**config.mk**
```make
export PLATFORM = sky130hd
export DESIGN_NAME = eproc_in_align10b
export DESIGN_NICKNAME = d
export VERILOG_FILES = /design/src/rtl/eproc_in_align10b.sv
export SDC_FILE = /design/constraint.sdc
export NUM_CORES = 1
export LEC_CHECK = 0
export CAP_MARGIN = 40
export CORE_AREA = 3 3 78 80
export CTS_BUF_LIST = sky130_fd_sc_hd__clkbuf_8
export CTS_CLUSTER_SIZE = 8
export DETAILED_ROUTE_END_ITERATION = 16
export DIE_AREA = 0 0 81 83
export GPL_ROUTABILITY_DRIVEN = 0
export PLACE_DENSITY = 0.94
export SYNTH_ARGS = -nofsm -noshare
export SYNTH_HDL_FRONTEND = slang
export SYNTH_SLANG_ARGS = --single-unit
```
**constraint.sdc**
```tcl
create_clock -name bitCLK -period 5.3 [get_ports bitCLK]
set_input_delay 1.06 -clock bitCLK [delete_from_list [all_inputs] [get_ports bitCLK]]
set_output_delay 1.06 -clock bitCLK [all_outputs]
set_load 0.01 [all_outputs]
```
**src/rtl/eproc_in_align10b.sv**
```systemverilog
// E-link input stage: deserialises an EWIDTH-bit stream into K28.5-aligned 10-bit words.
// The HUNT/VERIFY/LOCKED FSM adds lock/loss hysteresis and a saturating realignment count.
module eproc_in_align10b #(
    parameter int EWIDTH      = 2,
    parameter int LOCK_COMMAS = 4,
    parameter int LOSS_COMMAS = 3,
    parameter int MAX_GAP     = 255
) (
    input  logic              bitCLK,
    input  logic              rst,
    input  logic [EWIDTH-1:0] DATA_IN,
    input  logic              swap_inputbits,
    input  logic              thCR_REVERSE_10B,
    output logic [9:0]        DATA_OUT,
    output logic              DATA_RDY,
    output logic              IS_COMMA,
    output logic              LOCKED,
    output logic [3:0]        align_offset,
    output logic [7:0]        realign_cnt
);

    // state     | meaning
    // ST_HUNT   | searching every bit offset for a K28.5 comma
    // ST_VERIFY | offset latched, counting aligned commas toward lock
    // ST_LOCKED | aligned; counting consecutive misaligned commas toward loss
    typedef enum logic [1:0] {ST_HUNT, ST_VERIFY, ST_LOCKED} state_t;

    localparam int         WW       = 9 + EWIDTH;
    localparam logic [9:0] COMMA_N  = 10'h0FA;
    localparam logic [9:0] COMMA_P  = 10'h305;
    localparam logic [3:0] LOCK_CNT = 4'(LOCK_COMMAS);
    localparam logic [3:0] LOSS_CNT = 4'(LOSS_COMMAS);
    localparam logic [7:0] GAP_MAX  = 8'(MAX_GAP);
    localparam logic [4:0] EW5      = 5'(EWIDTH);

    state_t     state_q, state_d;
    logic [8:0] hist_q, hist_d;
    logic [3:0] bit_idx_q, bit_idx_d;
    logic [3:0] off_q, off_d;
    logic [3:0] cnt_q, cnt_d;
    logic [3:0] miss_q, miss_d;
    logic [7:0] gap_q, gap_d;
    logic [7:0] realign_q, realign_d;
    logic [9:0] data_q, data_d;
    logic       rdy_q, rdy_d;
    logic       comma_q, comma_d;
    logic       locked_q, locked_d;

    logic [EWIDTH-1:0] chunk;
    logic [WW-1:0]     win;
    logic [9:0]        wnd [EWIDTH];
    logic [3:0]        wnd_off [EWIDTH];
    logic [EWIDTH-1:0] wnd_comma;
    logic [4:0]        idx_sum;

    logic       hunt_hit;
    logic [9:0] hunt_word;
    logic [3:0] hunt_off;
    logic       emit_valid;
    logic [9:0] emit_word;
    logic       emit_comma;
    logic       mis_comma;

    function automatic logic [9:0] out_order(input logic [9:0] w, input logic rev);
        logic [9:0] r;
        for (int i = 0; i < 10; i++) begin
            r[i] = w[9-i];
        end
        return rev ? r : w;
    endfunction

    // chunk[EWIDTH-1] is always the earliest bit; win runs oldest (MSB) to newest (LSB)
    always_comb begin
        chunk = DATA_IN;
        if (swap_inputbits) begin
            for (int i = 0; i < EWIDTH; i++) begin
                chunk[EWIDTH-1-i] = DATA_IN[i];
            end
        end
    end

    assign win     = {hist_q, chunk};
    assign hist_d  = win[8:0];
    assign idx_sum = {1'b0, bit_idx_q} + EW5;
    assign bit_idx_d = (idx_sum >= 5'd10) ? 4'(idx_sum - 5'd10) : idx_sum[3:0];

    // window j ends at the j-th new bit; its first bit sits at stream index (bit_idx + j + 1) mod 10
    for (genvar j = 0; j < EWIDTH; j++) begin : g_wnd
        logic [4:0] sum;
        assign wnd[j]       = win[EWIDTH-1-j +: 10];
        assign sum          = {1'b0, bit_idx_q} + 5'(j + 1);
        assign wnd_off[j]   = (sum >= 5'd10) ? 4'(sum - 5'd10) : sum[3:0];
        assign wnd_comma[j] = (wnd[j] == COMMA_N) || (wnd[j] == COMMA_P);
    end

    always_comb begin
        hunt_hit   = 1'b0;
        hunt_word  = '0;
        hunt_off   = '0;
        emit_valid = 1'b0;
        emit_word  = '0;
        emit_comma = 1'b0;
        mis_comma  = 1'b0;
        for (int j = 0; j < EWIDTH; j++) begin
            if (wnd_comma[j] && !hunt_hit) begin
                hunt_hit  = 1'b1;
                hunt_word = wnd[j];
                hunt_off  = wnd_off[j];
            end
            if (wnd_off[j] == off_q) begin
                emit_valid = 1'b1;
                emit_word  = wnd[j];
                emit_comma = wnd_comma[j];
            end else if (wnd_comma[j]) begin
                mis_comma = 1'b1;
            end
        end
    end

    always_comb begin
        state_d   = state_q;
        off_d     = off_q;
        cnt_d     = cnt_q;
        miss_d    = miss_q;
        gap_d     = gap_q;
        realign_d = realign_q;
        data_d    = data_q;
        rdy_d     = 1'b0;
        comma_d   = 1'b0;
        locked_d  = locked_q;
        case (state_q)
            ST_HUNT: begin
                if (hunt_hit) begin
                    off_d   = hunt_off;
                    data_d  = out_order(hunt_word, thCR_REVERSE_10B);
                    rdy_d   = 1'b1;
                    comma_d = 1'b1;
                    cnt_d   = 4'd1;
                    gap_d   = '0;
                    miss_d  = '0;
                    if (LOCK_CNT == 4'd1) begin
                        state_d  = ST_LOCKED;
                        locked_d = 1'b1;
                    end else begin
                        state_d = ST_VERIFY;
                    end
                end
            end
            ST_VERIFY: begin
                if (emit_valid && emit_comma) begin
                    data_d  = out_order(emit_word, thCR_REVERSE_10B);
                    rdy_d   = 1'b1;
                    comma_d = 1'b1;
                    cnt_d   = cnt_q + 4'd1;
                    gap_d   = '0;
                    if (cnt_q + 4'd1 == LOCK_CNT) begin
                        state_d  = ST_LOCKED;
                        locked_d = 1'b1;
                        miss_d   = '0;
                    end
                end else if (mis_comma) begin
                    state_d = ST_HUNT;
                end else if (emit_valid) begin
                    data_d = out_order(emit_word, thCR_REVERSE_10B);
                    rdy_d  = 1'b1;
                    if (gap_q + 8'd1 == GAP_MAX) begin
                        state_d = ST_HUNT;
                        gap_d   = '0;
                    end else begin
                        gap_d = gap_q + 8'd1;
                    end
                end
            end
            ST_LOCKED: begin
                if (emit_valid) begin
                    data_d  = out_order(emit_word, thCR_REVERSE_10B);
                    rdy_d   = 1'b1;
                    comma_d = emit_comma;
                end
                // an aligned comma outranks any misaligned one seen in the same cycle
                if (emit_valid && emit_comma) begin
                    miss_d = '0;
                end else if (mis_comma) begin
                    if (miss_q + 4'd1 == LOSS_CNT) begin
                        state_d   = ST_HUNT;
                        locked_d  = 1'b0;
                        miss_d    = '0;
                        realign_d = (realign_q == 8'hFF) ? realign_q : realign_q + 8'd1;
                    end else begin
                        miss_d = miss_q + 4'd1;
                    end
                end
            end
            default: begin
                state_d  = ST_HUNT;
                locked_d = 1'b0;
            end
        endcase
    end

    always_ff @(posedge bitCLK or posedge rst) begin
        if (rst) begin
            state_q   <= ST_HUNT;
            hist_q    <= '0;
            bit_idx_q <= '0;
            off_q     <= '0;
            cnt_q     <= '0;
            miss_q    <= '0;
            gap_q     <= '0;
            realign_q <= '0;
            data_q    <= '0;
            rdy_q     <= 1'b0;
            comma_q   <= 1'b0;
            locked_q  <= 1'b0;
        end else begin
            state_q   <= state_d;
            hist_q    <= hist_d;
            bit_idx_q <= bit_idx_d;
            off_q     <= off_d;
            cnt_q     <= cnt_d;
            miss_q    <= miss_d;
            gap_q     <= gap_d;
            realign_q <= realign_d;
            data_q    <= data_d;
            rdy_q     <= rdy_d;
            comma_q   <= comma_d;
            locked_q  <= locked_d;
        end
    end

    assign DATA_OUT     = data_q;
    assign DATA_RDY     = rdy_q;
    assign IS_COMMA     = comma_q;
    assign LOCKED       = locked_q;
    assign align_offset = off_q;
    assign realign_cnt  = realign_q;

endmodule
```
# [Word-level counts from Yosys, hierarchy flattened]
# Index checks and enable logic that the tools add are counted.
[totals] output_inout_bits=25 reg_bits=56 elab_cells=130 input_bits=6
[classes] add_sub_neg=8 n_reduce_logical=16 mux=65 bitwise_logic=3 n_eq_ne=24 magnitude_cmp=2
[ops] op="2-to-1 mux 10 bit" n=10
[ops] op="2-to-1 mux 4 bit" n=12
[ops] op="2-to-1 mux 8 bit" n=5
[ops] op="case mux 10 bit (3 select lines)" n=1
[ops] op="equality test 10 bit (second input constant)" n=2
[ops] op="equality test 10 x 8 -> 1 bit (second input constant)" n=2
[ops] op="2-to-1 mux 1 bit" n=20
[ops] op="2-to-1 mux 2 bit" n=10
[ops] op="adder 8 x 1 -> 8 bit (second input constant)" n=2
[ops] op="equality test 8 bit (second input constant)" n=2
[ops] op="case mux 8 bit (2 select lines)" n=1
[ops] op="inequality test 2 bit (second input constant)" n=6
[ops] op="inequality test 3 bit (second input constant)" n=4
[ops] op="case mux 4 bit (3 select lines)" n=1
[ops] op="greater-or-equal comparator 5 x 4 -> 1 bit (second input constant)" n=2
[ops] op="AND reduction 5 bit" n=2
[ops] op="case mux 1 bit (3 select lines)" n=3
[ops] op="adder 4 x 1 -> 4 bit (second input constant)" n=2
[ops] op="equality test 4 bit" n=2
[ops] op="inequality test 4 bit (second input constant)" n=2
[ops] op="case mux 4 bit (2 select lines)" n=1
[ops] op="subtractor 4 bit (second input constant)" n=2
[ops] op="AND reduction 7 bit" n=1
[ops] op="case mux 2 bit (3 select lines)" n=1
[ops] op="other kinds (17)" n=22

# [Logic depth before layout (Yosys ltp)]
# Gate-level depths: netlist (run 1).
[depth] depth_word=11 ltp_mapped=12 ltp_nobuf=9

# [Worst setup path after synthesis (run 1)]
# Ideal clock, no wire load.
[synth_path] path_type="input to register" from="in swap_inputbits" to="reg data_q[1] (netlist: DATA_OUT[1])" stages=9 required_time_ps=5213 t_arrival_ps=3148 path_buffers=1 path_slack_ps=2066 setup_time_ps=87 cell_sequence="mux2i_2 > inv_2 > or2_4 > or3_4 > a211oi_4 > o41ai_2 > or3_1 > buf_2 > o211ai_1"
[synth_between] elab_chain_len=10 word_cells_on_any_way=30 classes_between="eq/ne: 6; mux: 18; reduce/logical: 6"
[synth_lines] item="from (decl)" line="12" rtl="input logic swap_inputbits,"
[synth_lines] item="2-to-1 mux 2 bit *" line="75" rtl="if (swap_inputbits) begin"
[synth_lines] item="via chunk[1]" line="49" rtl="logic [EWIDTH-1:0] chunk;"
[synth_lines] item="equality test 10 x 8 -> 1 bit or equality test 10 bit (tied branches)" line="93" rtl="assign wnd_comma[j] = (wnd[j] == COMMA_N) || (wnd[j] == COMMA_P);"
[synth_lines] item="logical OR 1 bit" line="93"
[synth_lines] item="2-to-1 mux 1 bit" line="105, 114"
[synth_lines] item="logical NOT 1 bit" line="105" rtl="if (wnd_comma[j] && !hunt_hit) begin"
[synth_lines] item="logical AND 1 bit" line="105"
[synth_lines] item="2-to-1 mux 10 bit" line="105"
[synth_lines] item="2-to-1 mux 10 bit" line="69" rtl="return rev ? r : w;"
[synth_lines] item="2-to-1 mux 10 bit" line="133" rtl="if (hunt_hit) begin"
[synth_lines] item="case mux 10 bit (3 select lines)" line="131" rtl="case (state_q)"
[synth_lines] item="to (signal assigned)" line="224" rtl="data_q <= data_d;"
[synth_lines] item="to (decl)" line="44" rtl="logic [9:0] data_q, data_d;"
# The timed path passes the listed nets; every way through them passes the cells marked *. The select of a mux whose other input is x is not followed.
# A chain may end at the register's enable or synchronous reset.

# [Worst setup path in the final report (run 1)]
# Same ends and word-level chain as after synthesis.

==> impl_metrics.csv, run 1 <==
group,metric,value,unit
outcome,status,"finished, final reports clean",
yosys,synth_edf_count,0,
timing,rsz0062_at_grt,"no",
floorplanning,fp.dieW,81,um
critical_path,critPathMaxFanout,16,
routing,vias_per_cell,6.46,
yosys,synth.avg_cell_area,9.40,um^2
yosys,synth_top_cell_by_area,"dfrtp_1",
critical_path,setup.worst_path.class,"in -> reg",
yosys,ys_ff_latch,55,
power,power_density,316,nW/um^2
clock_network,cts.sinks,55,
yosys,synth_common_cells,"55 x dfrtp_1, 27 x nand2_1, 25 x o21ai_0, 23 x inv_1, 17 x nor2_1",
global_routing,antenna_found_initial,0,
critical_path,cp.arrival,4.06,ns
clock_network,cts_resized,0,
floorplanning,fp.dieH,83,um
timing,period_share,0.721,
finish,n_fill_cell,393,
clock_network,cts_tree,"done",
critical_path,critPathTopFamily,"buffers and inverters",
clock_network,cts_setup_buffers,0,
critical_path,path_cells,"clkdlybuf4s50_1 -> mux2i_2 -> inv_2 -> nor4_1 -> mux2_2 -> nor4b_2 -> buf_4 -> o41ai_2 -> buf_4 -> or3_1 -> o211ai_1",
timing,slew_headroom,0.382,
yosys,synth_area_leaders,"dfrtp_1 39%, ha_1 4.3%, o21ai_0 3.6%, nand2_1 2.9%, mux2i_1 2.6%",
clock_network,cts_buffer_depth,2,
critical_path,cpMostUsedCell,"buf_4",
power,p_leak,1.66,nW
place,detailedPlace.worstSlack,1.19,ns
clock_network,htreeDepth,2,
clock_network,numCtsBuffers,5,
timing,finalHoldViolCount,0,
yosys,yosys_warnings,0,
critical_path,slowest_stage,"clkdlybuf4s50_1",
critical_path,crit_required,5.54,ns
place,hpwl,5680,um
yosys,syn_nets,390,
yosys,yosysMostFrequentCell,"dfrtp_1",
yosys,syn_area,3500,um^2
flow_run,maxCapViolCount,0,
yosys,synth.top_cell.area_share,0.393,
finish,antennaDiodeCount,0,
critical_path,max_stage_delay,0.53,ns
place,portBuffers,30,
critical_path,worst-path-buf-inv,4,
global_routing,grt_max_degree,56,
clock_network,clk_latency,0.31,ns
power,vdd_drop_max,0.239,mV
routing,routed_wl,7760,um
finish,final_layout_size_suffix_gt1_frac,0.0875,
global_routing,grt_pass1_wl,13300,um
finish,areaGrowthSynthToFinish,14.3,%
global_routing,grt.total_usage,0.245,
yosys,synthCells,372,
floorplanning,start_util,0.639,
routing,dr.pass1.iters,5,
routing,first_iter_violations,315,
timing,setup-violations-final,0,
floorplanning,num_rows,27,
clock_network,hold_buffers,0,
floorplanning,dieArea,6720,um^2
routing,antenna_left,0,
yosys,synth_seq_area_share,0.393,
yosys,async_flop_share,1.00,
timing,slew_viol_final,0,
min_path,hp-class,"reg -> reg",
clock_network,root_buffer,"clkbuf_8",
timing,fin_worst_skew,0.00896,ns
clock_network,path_clk_slew,0.10,ns
finish,fin_nets,417,
timing,fmax,262,MHz
routing,num_vias,3049,
yosys,synth_cell_types,69,
global_routing,globalRouteOverflowTotal,0,
global_routing,grt_pass1_vias,2912,
timing,period_minus_slack,3.82,ns
critical_path,crit_path_start_kind,"input port",
routing,wl_per_cell,16.4,um
yosys,ys.flop_type,"dfrtp_1",
timing,worst_pin_slew,0.917,ns
timing,finalWorstSetupSlack,1.48,ns
critical_path,end_kind,"register",
floorplanning,core,5470,um^2
floorplanning,io_pins,31,
routing,drt_drc_violations_left,0,
timing,fin_tns_setup,0,ns
-- through the flow --
stage               cells  utilization  area [um^2]  power (W)  hold WS (ns)
finish                472        0.730         4000    0.00126         0.483
global route          472        0.730         4000    0.00133         0.506
CTS                   472        0.730         4000    0.00126         0.479
detailed placement    464        0.706         3860   0.000938         0.457
global placement      464        0.706         3860   0.000922         0.449
floorplan             372            -         3500   0.000813         0.398
-- area by class of cell --
cell class / instances / area [um^2] / share of cell area
clock buffers: 5 / 68.8 / 0.0172
clock inverters: 3 / 63.8 / 0.0160
inverters: 24 / 90.1 / 0.0225
multi-input cells: 277 / 1960 / 0.491
flip-flops and latches: 55 / 1380 / 0.344
well taps: 72 / 90.1 / 0.0225
repair buffers: 36 / 345 / 0.0864
-- per-layer routing --
| metal | part of all wire | vias up | GRT usage |
|---|---|---|---|
| li1 | - | 1443 | - |
| met1 | 0.43 | 1442 | 0.331 |
| met2 | 0.47 | 136 | 0.397 |
| met3 | 0.066 | 28 | 0.0412 |
| met4 | 0.030 | 0 | 0.0845 |
| met5 | 0 | - | 0 |
-- power breakdown --
part	internal, W	leakage, nW	total [W]	switching (W)
sequential	0.000463	0.727	0.000509	0.0000456
combinational	0.000172	0.859	0.000434	0.000262
clock	0.000187	0.0695	0.000319	0.000132
total	0.000822	1.66	0.00126	0.000440
-- path summary, 6_finish.rpt --
| path | cells after the start | slack, ns | startpoint | end |
|---|---|---|---|---|
| setup / recovery | 11 | 1.48 | swap_inputbits | DATA_OUT[1] |
| hold / removal | 0 | 0.48 | hist_q[3] | hist_q[5] |
| setup reg to reg | 9 | 1.91 | bit_idx_q[1] | state_q[1] |
| hold reg to reg | 0 | 0.48 | hist_q[3] | hist_q[5] |
| max in group asynchronous | 3 | 3.62 | rst | miss_q[2] |
| min in group asynchronous | 3 | 1.24 | rst | hist_q[6] |
-- cell usage in the layout, fill, tap and decap left out, drive strengths merged, types with 6 or more instances in the layout --
cell / Yosys / layout
buf: 7 / 6
o22ai: 8 / 8
clkdlybuf4s50: 0 / 30
xnor2: 10 / 10
nor2: 17 / 17
or3: 6 / 6
nand2b: 8 / 8
a22o: 8 / 8
mux2: 9 / 9
mux2i: 10 / 10
nor3: 9 / 9
nand3: 11 / 11
o21ai: 26 / 26
nand4: 8 / 8
ha: 12 / 12
inv: 24 / 25
nand2: 27 / 27
dfrtp: 55 / 55
o211ai: 7 / 7
a21oi: 13 / 13
-- registers in the layout, summed over array words and instances (netlist names), 2 cells and up --
signal        cells
miss_q            4
realign_cnt       8
align_offset      4
gap_q             8
state_q           2
DATA_OUT         10
hist_q            9
bit_idx_q         3
cnt_q             4
-- kinds of logic (layout without fill, tap and decap cells) --
| family | after synthesis | count (layout) | share of synthesized area |
|---|---|---|---|
| compound gates | 114 | 114 | 0.232 |
| fa+ha+maj | 12 | 12 | 0.0429 |
| flops | 55 | 55 | 0.393 |
| buf+inv | 40 | 68 | 0.0454 |
| simple gates | 116 | 116 | 0.183 |
| mux | 19 | 19 | 0.0587 |
| xor+xnor | 16 | 16 | 0.0440 |
Power figures use the tool's default switching activity.
==> run 2: changes to the inputs <==
--- a/config.mk
+++ b/config.mk
@@ -6,13 +6,13 @@
 export NUM_CORES = 1
 export LEC_CHECK = 0
 export CAP_MARGIN = 40
-export CORE_AREA = 3 3 78 80
+export CORE_AREA = 3 3 85 87
 export CTS_BUF_LIST = sky130_fd_sc_hd__clkbuf_8
 export CTS_CLUSTER_SIZE = 8
 export DETAILED_ROUTE_END_ITERATION = 16
-export DIE_AREA = 0 0 81 83
+export DIE_AREA = 0 0 88 90
 export GPL_ROUTABILITY_DRIVEN = 0
-export PLACE_DENSITY = 0.94
+export PLACE_DENSITY = 0.85
 export SYNTH_ARGS = -nofsm -noshare
 export SYNTH_HDL_FRONTEND = slang
 export SYNTH_SLANG_ARGS = --single-unit
==> constraint.sdc (replaced) <==
create_clock -name bitCLK -period 3.21 [get_ports bitCLK]
set_input_delay 0.642 -clock bitCLK [delete_from_list [all_inputs] [get_ports bitCLK]]
set_output_delay 0.642 -clock bitCLK [all_outputs]
set_load 0.01 [all_outputs]
==> impl_metrics.csv, run 2 (synthesis gave the netlist of run 1 again) <==
group,metric,value,unit
global_routing,globalRouteOverflowTotal,0,
routing,routed_wl,8440,um
floorplanning,io_pins,31,
timing,worst_pin_slew,0.693,ns
place,hpwl,6160,um
critical_path,cp.depth,10,
place,portBuffers,30,
clock_network,root_buffer,"clkbuf_8",
flow_run,maxCapViolCount,0,
clock_network,clk_latency,0.32,ns
finish,antennaDiodeCount,0,
min_path,hp-class,"reg -> reg",
finish,finalInstanceArea,4260,um^2
clock_network,cts_tree,"done",
finish,final_cell_mix,"55 x dfrtp_1, 30 x clkdlybuf4s50_1, 30 x buf_4",
critical_path,regToRegSetupSlack,0.18,ns
critical_path,crit_required,3.42,ns
clock_network,cts_buffer_depth,2,
timing,period_share,0.974,
floorplanning,core,6420,um^2
timing,hold_slack,0.494,ns
global_routing,grt_pass1_vias,3010,
clock_network,htreeDepth,2,
power,p_leak,1.79,nW
finish,final_common_cell,"dfrtp_1",
global_routing,grt.total_usage,0.220,
global_routing,grt_max_degree,30,
routing,vias_per_cell,6.22,
critical_path,path_cells,"clkdlybuf4s50_1 -> mux2i_2 -> inv_2 -> or2_4 -> or3_4 -> a211oi_4 -> o41ai_4 -> clkdlybuf4s15_2 -> o21a_1 -> a211o_1",
finish,multi_input_area,2000,um^2
timing,fmax,320,MHz
critical_path,slowest_stage,"clkdlybuf4s50_1",
critical_path,setup.worst_path.class,"in -> reg",
timing,fin_worst_skew,0.00984,ns
critical_path,rr_worst_depth,10,
clock_network,cts.sinks,55,
routing,antenna_left,0,
finish,fin_nets,443,
timing,period_minus_slack,3.13,ns
finish,areaGrowthSynthToFinish,21.6,%
timing,fin_tns_setup,0,ns
timing,slew_viol_final,0,
power,vdd_drop_max,0.380,mV
place,place_area,4060,um^2
floorplanning,fp.dieW,88,um
min_path,worstHoldPathCells,0,
finish,final_layout_size_suffix_gt1_frac,0.155,
finish,largest_reg_flops,10,
clock_network,path_clk_slew,0.10,ns
global_routing,grt_pass1_wl,14400,um
floorplanning,fp.dieH,90,um
timing,finalHoldViolCount,0,
routing,dr.pass1.iters,6,
critical_path,worst-path-buf-inv,3,
clock_network,numCtsBuffers,5,
finish,seq_area,1380,um^2
routing,drt_drc_violations_left,0,
finish,finalNonFillerCells,503,
routing,num_vias,3131,
timing,setup-violations-final,0,
critical_path,end_kind,"register",
critical_path,crit_path_start_kind,"input port",
global_routing,antenna_found_initial,0,
routing,first_iter_violations,317,
critical_path,cp.arrival,3.34,ns
floorplanning,dieArea,7920,um^2
critical_path,max_stage_delay,0.52,ns
floorplanning,start_util,0.545,
floorplanning,num_rows,29,
outcome,status,"finished, final reports clean",
critical_path,critPathMaxFanout,7,
routing,wl_per_cell,16.8,um
timing,slew_headroom,0.537,
critical_path,critPathTopFamily,"compound AO/OA/AOI/OAI gates",
power,power_density,513,nW/um^2
place,dp.cells,493,
finish,n_fill_cell,472,
[run 2: per-stage QoR]
stage	total power (W)	setup WS [ns]	utilization
floorplan	0.00134	0.315	-
global placement	0.00155	-0.124	0.633
detailed placement	0.00158	-0.339	0.633
CTS	0.00213	0.0659	0.655
global route	0.00231	-0.0210	0.663
finish	0.00218	0.0823	0.663
[run 2: per-layer routing]
metal / up-vias / routed length (um) / global-route usage
met3: 14 / 408 / 0.0283
li1: 1487 / - / -
met1: 1537 / 3880 / 0.317
met5: - / 0 / 0
met2: 93 / 4040 / 0.349
met4: 0 / 109 / 0.0537
[run 2: where the power goes]
group | internal [W] | total (W) | switching, W
Sequential | 0.000765 | 0.000843 | 0.0000784
Clock | 0.000311 | 0.000544 | 0.000233
Combinational | 0.000332 | 0.000796 | 0.000463
[run 2: area by class of cell]
cell class	count	area share
clock inverter	3	0.0159
multi-input combinational	277	0.470
sequential	55	0.323
inverter	24	0.0212
clock buffer	5	0.0162
tap	77	0.0226
timing repair buffer	62	0.131
[run 2: final timing paths]
kind                                 from             end
min                             hist_q[1]       hist_q[3]
max reg2reg                  bit_idx_q[1]  realign_cnt[1]
min reg2reg                     hist_q[1]       hist_q[3]
max in group asynchronous             rst      state_q[0]
max                        swap_inputbits     DATA_OUT[0]
min in group asynchronous             rst       hist_q[6]
[run 2: timing repair]
item	4_1_cts	5_1_grt
setup buffers	0	1
gates resized for setup	1	7
hold buffers	0	0
cloned	0	1
pin swaps	0	1
hold endpoints to repair	0	0
endpoints found under the setup margin	6	10
